`src/rtl/memory_stage_pkg.sv`:
```
// Shared pipeline definitions for the memory stage: access FSM encoding
// and the word-address mask applied to data-memory addresses.
package memory_stage_pkg;

   typedef enum logic [1:0] {
      MEM_IDLE = 2'd0,
      MEM_WAIT = 2'd1,
      MEM_DONE = 2'd2
   } mem_state_e;

   localparam logic [31:0] WORD_ADDR_MASK = 32'hFFFF_FFFC;

endpackage

```
`src/rtl/memory_stage_mem_wb_reg.sv`:
```
// MEM/WB pipeline register. Loads from the M side when enabled; when the
// stage is stalled it turns the W slot into a bubble (no write-back) and
// holds the data fields.
module mem_wb_reg (
   input  logic        clk_i,
   input  logic        rst_i,
   input  logic        en_i,
   input  logic        regwrite_i,
   input  logic        isload_i,
   input  logic [4:0]  rd_i,
   input  logic [31:0] pcplus4_i,
   input  logic [31:0] aluresult_i,
   input  logic        rdata_upd_i,
   input  logic [31:0] rdata_i,
   output logic        regwrite_o,
   output logic        isload_o,
   output logic [4:0]  rd_o,
   output logic [31:0] pcplus4_o,
   output logic [31:0] aluresult_o,
   output logic [31:0] rdata_o
);

   logic        regwrite_q;
   logic        isload_q;
   logic [4:0]  rd_q;
   logic [31:0] pcplus4_q;
   logic [31:0] aluresult_q;
   logic [31:0] rdata_q;

   // Advance on enable, otherwise kill the write-back and hold the data.
   always_ff @(posedge clk_i or posedge rst_i) begin
      if (rst_i) begin
         regwrite_q  <= 1'b0;
         isload_q    <= 1'b0;
         rd_q        <= '0;
         pcplus4_q   <= '0;
         aluresult_q <= '0;
         rdata_q     <= '0;
      end else if (en_i) begin
         regwrite_q  <= regwrite_i;
         isload_q    <= isload_i;
         rd_q        <= rd_i;
         pcplus4_q   <= pcplus4_i;
         aluresult_q <= aluresult_i;
         if (rdata_upd_i)
            rdata_q <= rdata_i;
      end else begin
         regwrite_q <= 1'b0;
         isload_q   <= 1'b0;
      end
   end

   assign regwrite_o  = regwrite_q;
   assign isload_o    = isload_q;
   assign rd_o        = rd_q;
   assign pcplus4_o   = pcplus4_q;
   assign aluresult_o = aluresult_q;
   assign rdata_o     = rdata_q;

endmodule

```
`src/rtl/memory_stage.sv`:
```
// MIPS memory stage: issues data-memory accesses over a req/ack port,
// stalls upstream while an access is outstanding, and owns the MEM/WB
// register feeding write-back and the Execute forwarding path.
// Optional feature: define MEM_ALIGN_CHECK_EN to trap misaligned accesses
// (no request, write-back suppressed, misalignW raised). Without it the
// low address bits are simply dropped and misalignW is tied low.
module memory_stage
   import memory_stage_pkg::*;
(
   input  logic        clk,
   input  logic        rst,
   input  logic        regwriteM,
   input  logic        memwriteM,
   input  logic        isloadM,
   input  logic        memreadM,
   input  logic [4:0]  rdM,
   input  logic [31:0] pcplus4M,
   input  logic [31:0] aluresultM,
   input  logic [31:0] writedataM,
   output logic        dmem_req,
   output logic        dmem_we,
   output logic [31:0] dmem_addr,
   output logic [31:0] dmem_wdata,
   input  logic        dmem_ack,
   input  logic [31:0] dmem_rdata,
   output logic        stallM,
   output logic        regwriteW,
   output logic        isloadW,
   output logic [4:0]  rdW,
   output logic [31:0] pcplus4W,
   output logic [31:0] aluresultW,
   output logic [31:0] readdataW,
   output logic [31:0] resultW,
   output logic        misalignW
);

   mem_state_e  state_q, state_d;
   logic [31:0] rbuf_q, rbuf_d;
   logic        access;
   logic        misalign;
   logic        go;
   logic        rdata_upd;

   assign access = memreadM | memwriteM;

`ifdef MEM_ALIGN_CHECK_EN
   assign misalign = access & (aluresultM[1:0] != 2'b00);
`else
   assign misalign = 1'b0;
`endif

   // A trapped misaligned access never reaches the memory port.
   assign go = access & ~misalign;

   // Upstream holds the M inputs during the stall, so they drive the port directly.
   assign dmem_we    = memwriteM;
   assign dmem_addr  = aluresultM & WORD_ADDR_MASK;
   assign dmem_wdata = writedataM;

   // Access FSM state and the read-data buffer captured on ack.
   always_ff @(posedge clk or posedge rst) begin
      if (rst) begin
         state_q <= MEM_IDLE;
         rbuf_q  <= '0;
      end else begin
         state_q <= state_d;
         rbuf_q  <= rbuf_d;
      end
   end

   // Next state plus request/stall; ack only matters while waiting.
   always_comb begin
      state_d  = state_q;
      rbuf_d   = rbuf_q;
      dmem_req = 1'b0;
      stallM   = 1'b0;
      case (state_q)
         MEM_IDLE: begin
            if (go) begin
               dmem_req = 1'b1;
               stallM   = 1'b1;
               state_d  = MEM_WAIT;
            end
         end
         MEM_WAIT: begin
            dmem_req = 1'b1;
            stallM   = 1'b1;
            if (dmem_ack) begin
               rbuf_d  = dmem_rdata;
               state_d = MEM_DONE;
            end
         end
         MEM_DONE: state_d = MEM_IDLE;
         default:  state_d = MEM_IDLE;
      endcase
      // Nothing leaves the stage while reset is held.
      if (rst) begin
         dmem_req = 1'b0;
         stallM   = 1'b0;
      end
   end

   // Only a completed pure read refreshes readdataW; that completion is DONE.
   assign rdata_upd = (state_q == MEM_DONE) & memreadM & ~memwriteM;

   mem_wb_reg u_mem_wb (
      .clk_i       (clk),
      .rst_i       (rst),
      .en_i        (~stallM),
      .regwrite_i  (regwriteM & ~misalign),
      .isload_i    (isloadM),
      .rd_i        (rdM),
      .pcplus4_i   (pcplus4M),
      .aluresult_i (aluresultM),
      .rdata_upd_i (rdata_upd),
      .rdata_i     (rbuf_q),
      .regwrite_o  (regwriteW),
      .isload_o    (isloadW),
      .rd_o        (rdW),
      .pcplus4_o   (pcplus4W),
      .aluresult_o (aluresultW),
      .rdata_o     (readdataW)
   );

`ifdef MEM_ALIGN_CHECK_EN
   logic misalign_q;

   // Misalign flag follows each non-stalled MEM/WB update.
   always_ff @(posedge clk or posedge rst) begin
      if (rst)
         misalign_q <= 1'b0;
      else if (!stallM)
         misalign_q <= misalign;
   end

   assign misalignW = misalign_q;
`else
   assign misalignW = 1'b0;
`endif

   assign resultW = isloadW ? readdataW : aluresultW;

endmodule
```
`config.mk`:
```
export PLATFORM = sky130hd
export DESIGN_NAME = memory_stage
export DESIGN_NICKNAME = d
export VERILOG_FILES = /design/src/rtl/memory_stage_pkg.sv /design/src/rtl/memory_stage_mem_wb_reg.sv /design/src/rtl/memory_stage.sv
export SDC_FILE = /design/constraint.sdc
export NUM_CORES = 1
export LEC_CHECK = 0
export ABC_CLOCK_PERIOD_IN_PS = 5800
export BUFFER_PORTS_ARGS = -buffer_cell sky130_fd_sc_hd__buf_2
export CAP_MARGIN = 20
export CORE_UTILIZATION = 32
export DETAILED_ROUTE_END_ITERATION = 10
export MAX_ROUTING_LAYER = met4
export PLACE_DENSITY = 0.73
export REMOVE_ABC_BUFFERS = 1
export SETUP_SLACK_MARGIN = 0.4
export SLEW_MARGIN = 30
export SYNTH_ARGS = -nofsm -noshare
export SYNTH_HDL_FRONTEND = slang
export SYNTH_SLANG_ARGS = --single-unit
```
`constraint.sdc`:
```
create_clock -name clk -period 5.8 [get_ports clk]
set_clock_uncertainty 0.15 [all_clocks]
set_input_delay 0.58 -clock clk [delete_from_list [all_inputs] [get_ports clk]]
set_output_delay 0.58 -clock clk [all_outputs]
set_load 0.01 [all_outputs]
```
Word level (Yosys, flattened, before mapping):

Cells that the tools add are included.

* register bits: 137
* bits in latches: 0
* bits in writable memories: 0
* memory bits (read-only): 0
* output and inout bits: 203
* memories: 0

* add/subtract/negate cells: 0
* $mul: 0
* divide/modulo/power cells: 0
* order comparisons: 0
* eq/ne operators: 4
* shift operators: 0
* multiplexer cells: 9
* bitwise logic cells: 5
* reduce and logical (&&, ||, !) cells: 4

Operators by type and width (number)
* $mux W32: 1
* $reduce_and A2 Y1: 3
* $mux W1: 4
* $mux W2: 2
* $ne A2 B2 Y1 const B: 2
* $pmux W2 S2: 1
* $and A1 B1 Y1: 2
* $eq A2 B1 Y1 const B: 1
* $eq A2 B2 Y1 const B: 1
* $logic_not A2 Y1: 1
* $not A1 Y1: 2
* $pmux W1 S2: 1
* $or A1 B1 Y1: 1

Longest topological paths before layout:

* depth after elaboration: 6
* depth in mapped cells: 4
* depth with buffers taken out: 3

Modules after synthesis:

Synthesis repeated with hierarchy kept, for this count alone.

* cell total of the unflattened synthesis: 401
* area total of the unflattened synthesis: 6231.0 um^2

By module, submodules not included
* mem_wb_reg: times used 1, cells each 219, area an instance 3931.3 um^2
* memory_stage: times used 1, cells each 182, area an instance 2299.7 um^2

Worst setup path after synthesis:

No wires, ideal clock.

* path type: flip-flop to output port
* from: reg u_mem_wb.isload_q, in the netlist u_mem_wb.isload_o
* to: out resultW[0]
* arrival: 1311 ps
* path slack: 3759 ps
* cell stages (with the launch flop): 4
* buffers on the path: 2
* cells stage by stage: dfrtp_1 > clkbuf_1 > buf_1 > mux2_2

* word-level cells in the longest chain between the ends: 1

RTL lines
* start, declared: line memory_stage_mem_wb_reg.sv:24 `logic isload_q;`
* start signal, assigned: line memory_stage_mem_wb_reg.sv:41 `isload_q <= isload_i;`
* $mux W32: line memory_stage.sv:141 `assign resultW = isloadW ? readdataW : aluresultW;`
* end, declared: line memory_stage.sv:33 `output logic [31:0] resultW,`

No other way between the ends.

Worst setup path in the final report:

* from: reg u_mem_wb.isload_q, in the netlist u_mem_wb.isload_o
* to: out resultW[3]

Same word-level chain as after synthesis.

==> qor.yml <==
run_status:
  status: "finished, violations left"
  violations: "design-rule violations"
grt:
  grt_pass1_wl_um: 21200
  grt_pass1_vias: 3829
  grt_usage: 0.149
  gr-total-overflow: 0
  grt_max_degree: 85
  antenna_found_initial: 0
sta:
  whs_ns: 0.207
  hold_viol_final: 0
  period_minus_slack_ns: 2.61
  grt_setup_unrepaired: "false"
  setup_violations: 0
  fin_ws_ns: 3.19
  finalSetupTns_ns: 0
  maxSlewHeadroom: 0.447
  report.final.slew_viol_count: 0
  min_period_over_period: 0.450
  worst_slew_pin_slew_ns: 0.830
  fmax_ghz: 0.383
die:
  die_y_um: 138
  core_area_um2: 18100
  rows: 49
  die_x_um: 138
  ioPinCount: 343
  initial_core_util: 0.329
  dieArea_um2: 19100
synthesis:
  syn_area_per_cell_um2: 15.0
  yosys.cell_count.top_type: "mux2_2"
  synth_flop_cell: "dfrtp_1"
  netlist_area_um2: 5950
  synth_seq_cells: 137
  yosys-top-cells-count: "157 x mux2_2, 137 x dfrtp_1, 67 x buf_4"
  synth_area_leader_cell: "dfrtp_1"
  yosysWarnings: 0
  async_flop_share: 1.00
  syn_inst: 397
  synth_area_leaders: "dfrtp_1 58%, mux2_2 30%, buf_4 8.5%, mux2_1 1.5%, buf_2 1.1%"
  synth_edf_count: 0
  ys_types: 15
  ys_seq_area_frac: 0.576
  synth_top_cell_area_share: 0.576
critical_path:
  path_class: "reg -> out"
  worstPathArrival_ns: 1.88
  worstPathCellList: "mux2_2, buf_2"
  endpoint_kind: "output port"
  cp.required_ns: 5.07
  cp-start-kind: "flop"
  crit_slowest_cell: "dfrtp_2"
  critPathBufInv: 1
  crit_path_max_fanout: 33
  path_delay_family: "flip-flops"
  max_stage_delay_ns: 0.91
final_layout:
  fin_area_um2: 7640
  antenna_cells: 0
  multi_input_comb_area_um2: 1940
  layout.cells.non_filler: 855
  syn2layout_area_growth_pct: 28.5
  fin_util: 0.423
  area.sequential_um2: 3430
  fin_nets: 754
  drive_above_1_share: 0.746
  fillCellCount: 1706
placement:
  place_ws_ns: 3.38
  io_buffers: 275
  dp_cells: 824
  place_hpwl_um: 9930
  routabilityCongestion: 0.751
  post_dp_cell_area_um2: 7090
clocking:
  clkLatencyLatePin_ns: 0.40
  clk_path_buf_depth: 2
  cts_buffers: 17
  root_buffer: "clkbuf_16"
  cts_tree: "built"
  clock_sinks: 137
  ctsHtreeMaxLevel: 4
  clk_pin_slew_worst_paths_ns: 0.06
  hold_buffers: 0
  post_cts_resized: 0
  cts_setup_buffers: 0
power:
  swShare: 0.289
  p_int_mw: 2.42
  p_total_mw: 3.40
  p_comb_frac: 0.274
  pwr-share-seq: 0.425
  total_leakage_power_nw: 3.72
  peakVddDrop_v: 0.000192
  p_clk_frac: 0.301
  p_switching_mw: 0.984
  p_per_area_nw_per_um2: 445
worst_hold_path:
  hold_class: "in -> async"
route:
  drtAntennaViolNets: 0
  vias: 3845
  drtPass1Iterations: 7
  vias_per_cell: 4.50
  drt_iter0_markers: 152
  routed_wl_um: 13600
  wl_per_cell_um: 15.9
  drc: 29
run:
  drv_cap: 0
[flip-flops by register name, summed over array words and instances, names as in the netlist]
| name | cells |
|---|---|
| state_q | 2 |
| u_mem_wb.rdata_o | 32 |
| u_mem_wb.rd_o | 5 |
| u_mem_wb.isload_o | 1 |
| u_mem_wb.regwrite_o | 1 |
| rbuf_q | 32 |
| u_mem_wb.aluresult_o | 32 |
| u_mem_wb.pcplus4_o | 32 |
[layout make-up]
| class | instances | share of cell area |
|---|---|---|
| inverters | 2 | 0.00164 |
| clock buffers | 24 | 0.0604 |
| clock inverters | 7 | 0.0124 |
| multi-input cells | 176 | 0.254 |
| flip-flops and latches | 137 | 0.449 |
| well taps | 229 | 0.0375 |
| repair buffers | 280 | 0.185 |
[cell families (layout without fill, tap and decap cells)]
family / after synthesis / after routing / synth area share
DFF: 137 / 137 / 0.576
and+or+nand+nor: 7 / 7 / 0.0101
other: 1 / 3 / 0.000630
muxes: 165 / 165 / 0.312
buffers and inverters: 86 / 313 / 0.0993
AOI/OAI and AO/OA: 1 / 1 / 0.00126
[power by group through the flow]
stage | Combinational [mW] | Sequential (mW) | Clock, mW
floorplan | 0.473 | 1.51 | 0
global placement | 0.926 | 1.45 | 0
detailed placement | 0.947 | 1.47 | 0
CTS | 0.948 | 1.45 | 1.06
global route | 1.01 | 1.49 | 1.10
finish | 0.932 | 1.45 | 1.02
[layer usage]
metal / vias up / part of all wire / wire length [um] / track usage
met5: - / 0 / 0 / -
met4: 0 / 0.011 / 144 / 0.0503
met3: 14 / 0.10 / 1370 / 0.0724
met2: 197 / 0.48 / 6490 / 0.223
met1: 1894 / 0.41 / 5610 / 0.175
li1: 1740 / - / - / -
[final timing paths]
| path | startpoint | to | slack, ns | cells past startpoint |
|---|---|---|---|---|
| min in group clk | dmem_ack | state_q[0] | 0.24 | 2 |
| hold / removal | rst | u_mem_wb.aluresult_o[22] | 0.21 | 2 |
| max in group asynchronous | rst | u_mem_wb.rdata_o[18] | 4.11 | 3 |
| setup / recovery | u_mem_wb.isload_o | resultW[3] | 3.19 | 2 |
| hold reg to reg | u_mem_wb.pcplus4_o[23] | u_mem_wb.pcplus4_o[23] | 0.33 | 1 |
| setup reg to reg | state_q[0] | u_mem_wb.pcplus4_o[8] | 3.92 | 4 |
[worst reg2reg max path, cell delays in order (launching register included)]
cell     delay, ns
dfrtp_1       0.43
nor3_2        0.10
nor3_4        0.13
buf_4         0.49
mux2_2        0.46
[layout by cell type (no fill, tap or decap)]
master      count
a211oi_1        1
buf_2         275
buf_4           5
bufinv_16       2
clkbuf_1        6
clkbuf_16      17
clkbuf_8        1
clkinv_2        2
clkinv_4        2
clkinvlp_4      1
conb_1          3
dfrtp_1       136
dfrtp_2         1
inv_1           1
inv_6           1
mux2_1          8
mux2_2        157
nand2_1         1
nand3b_1        1
nor2b_1         2
nor3_2          1
nor3_4          2
(Power assumes the default switching activity.)
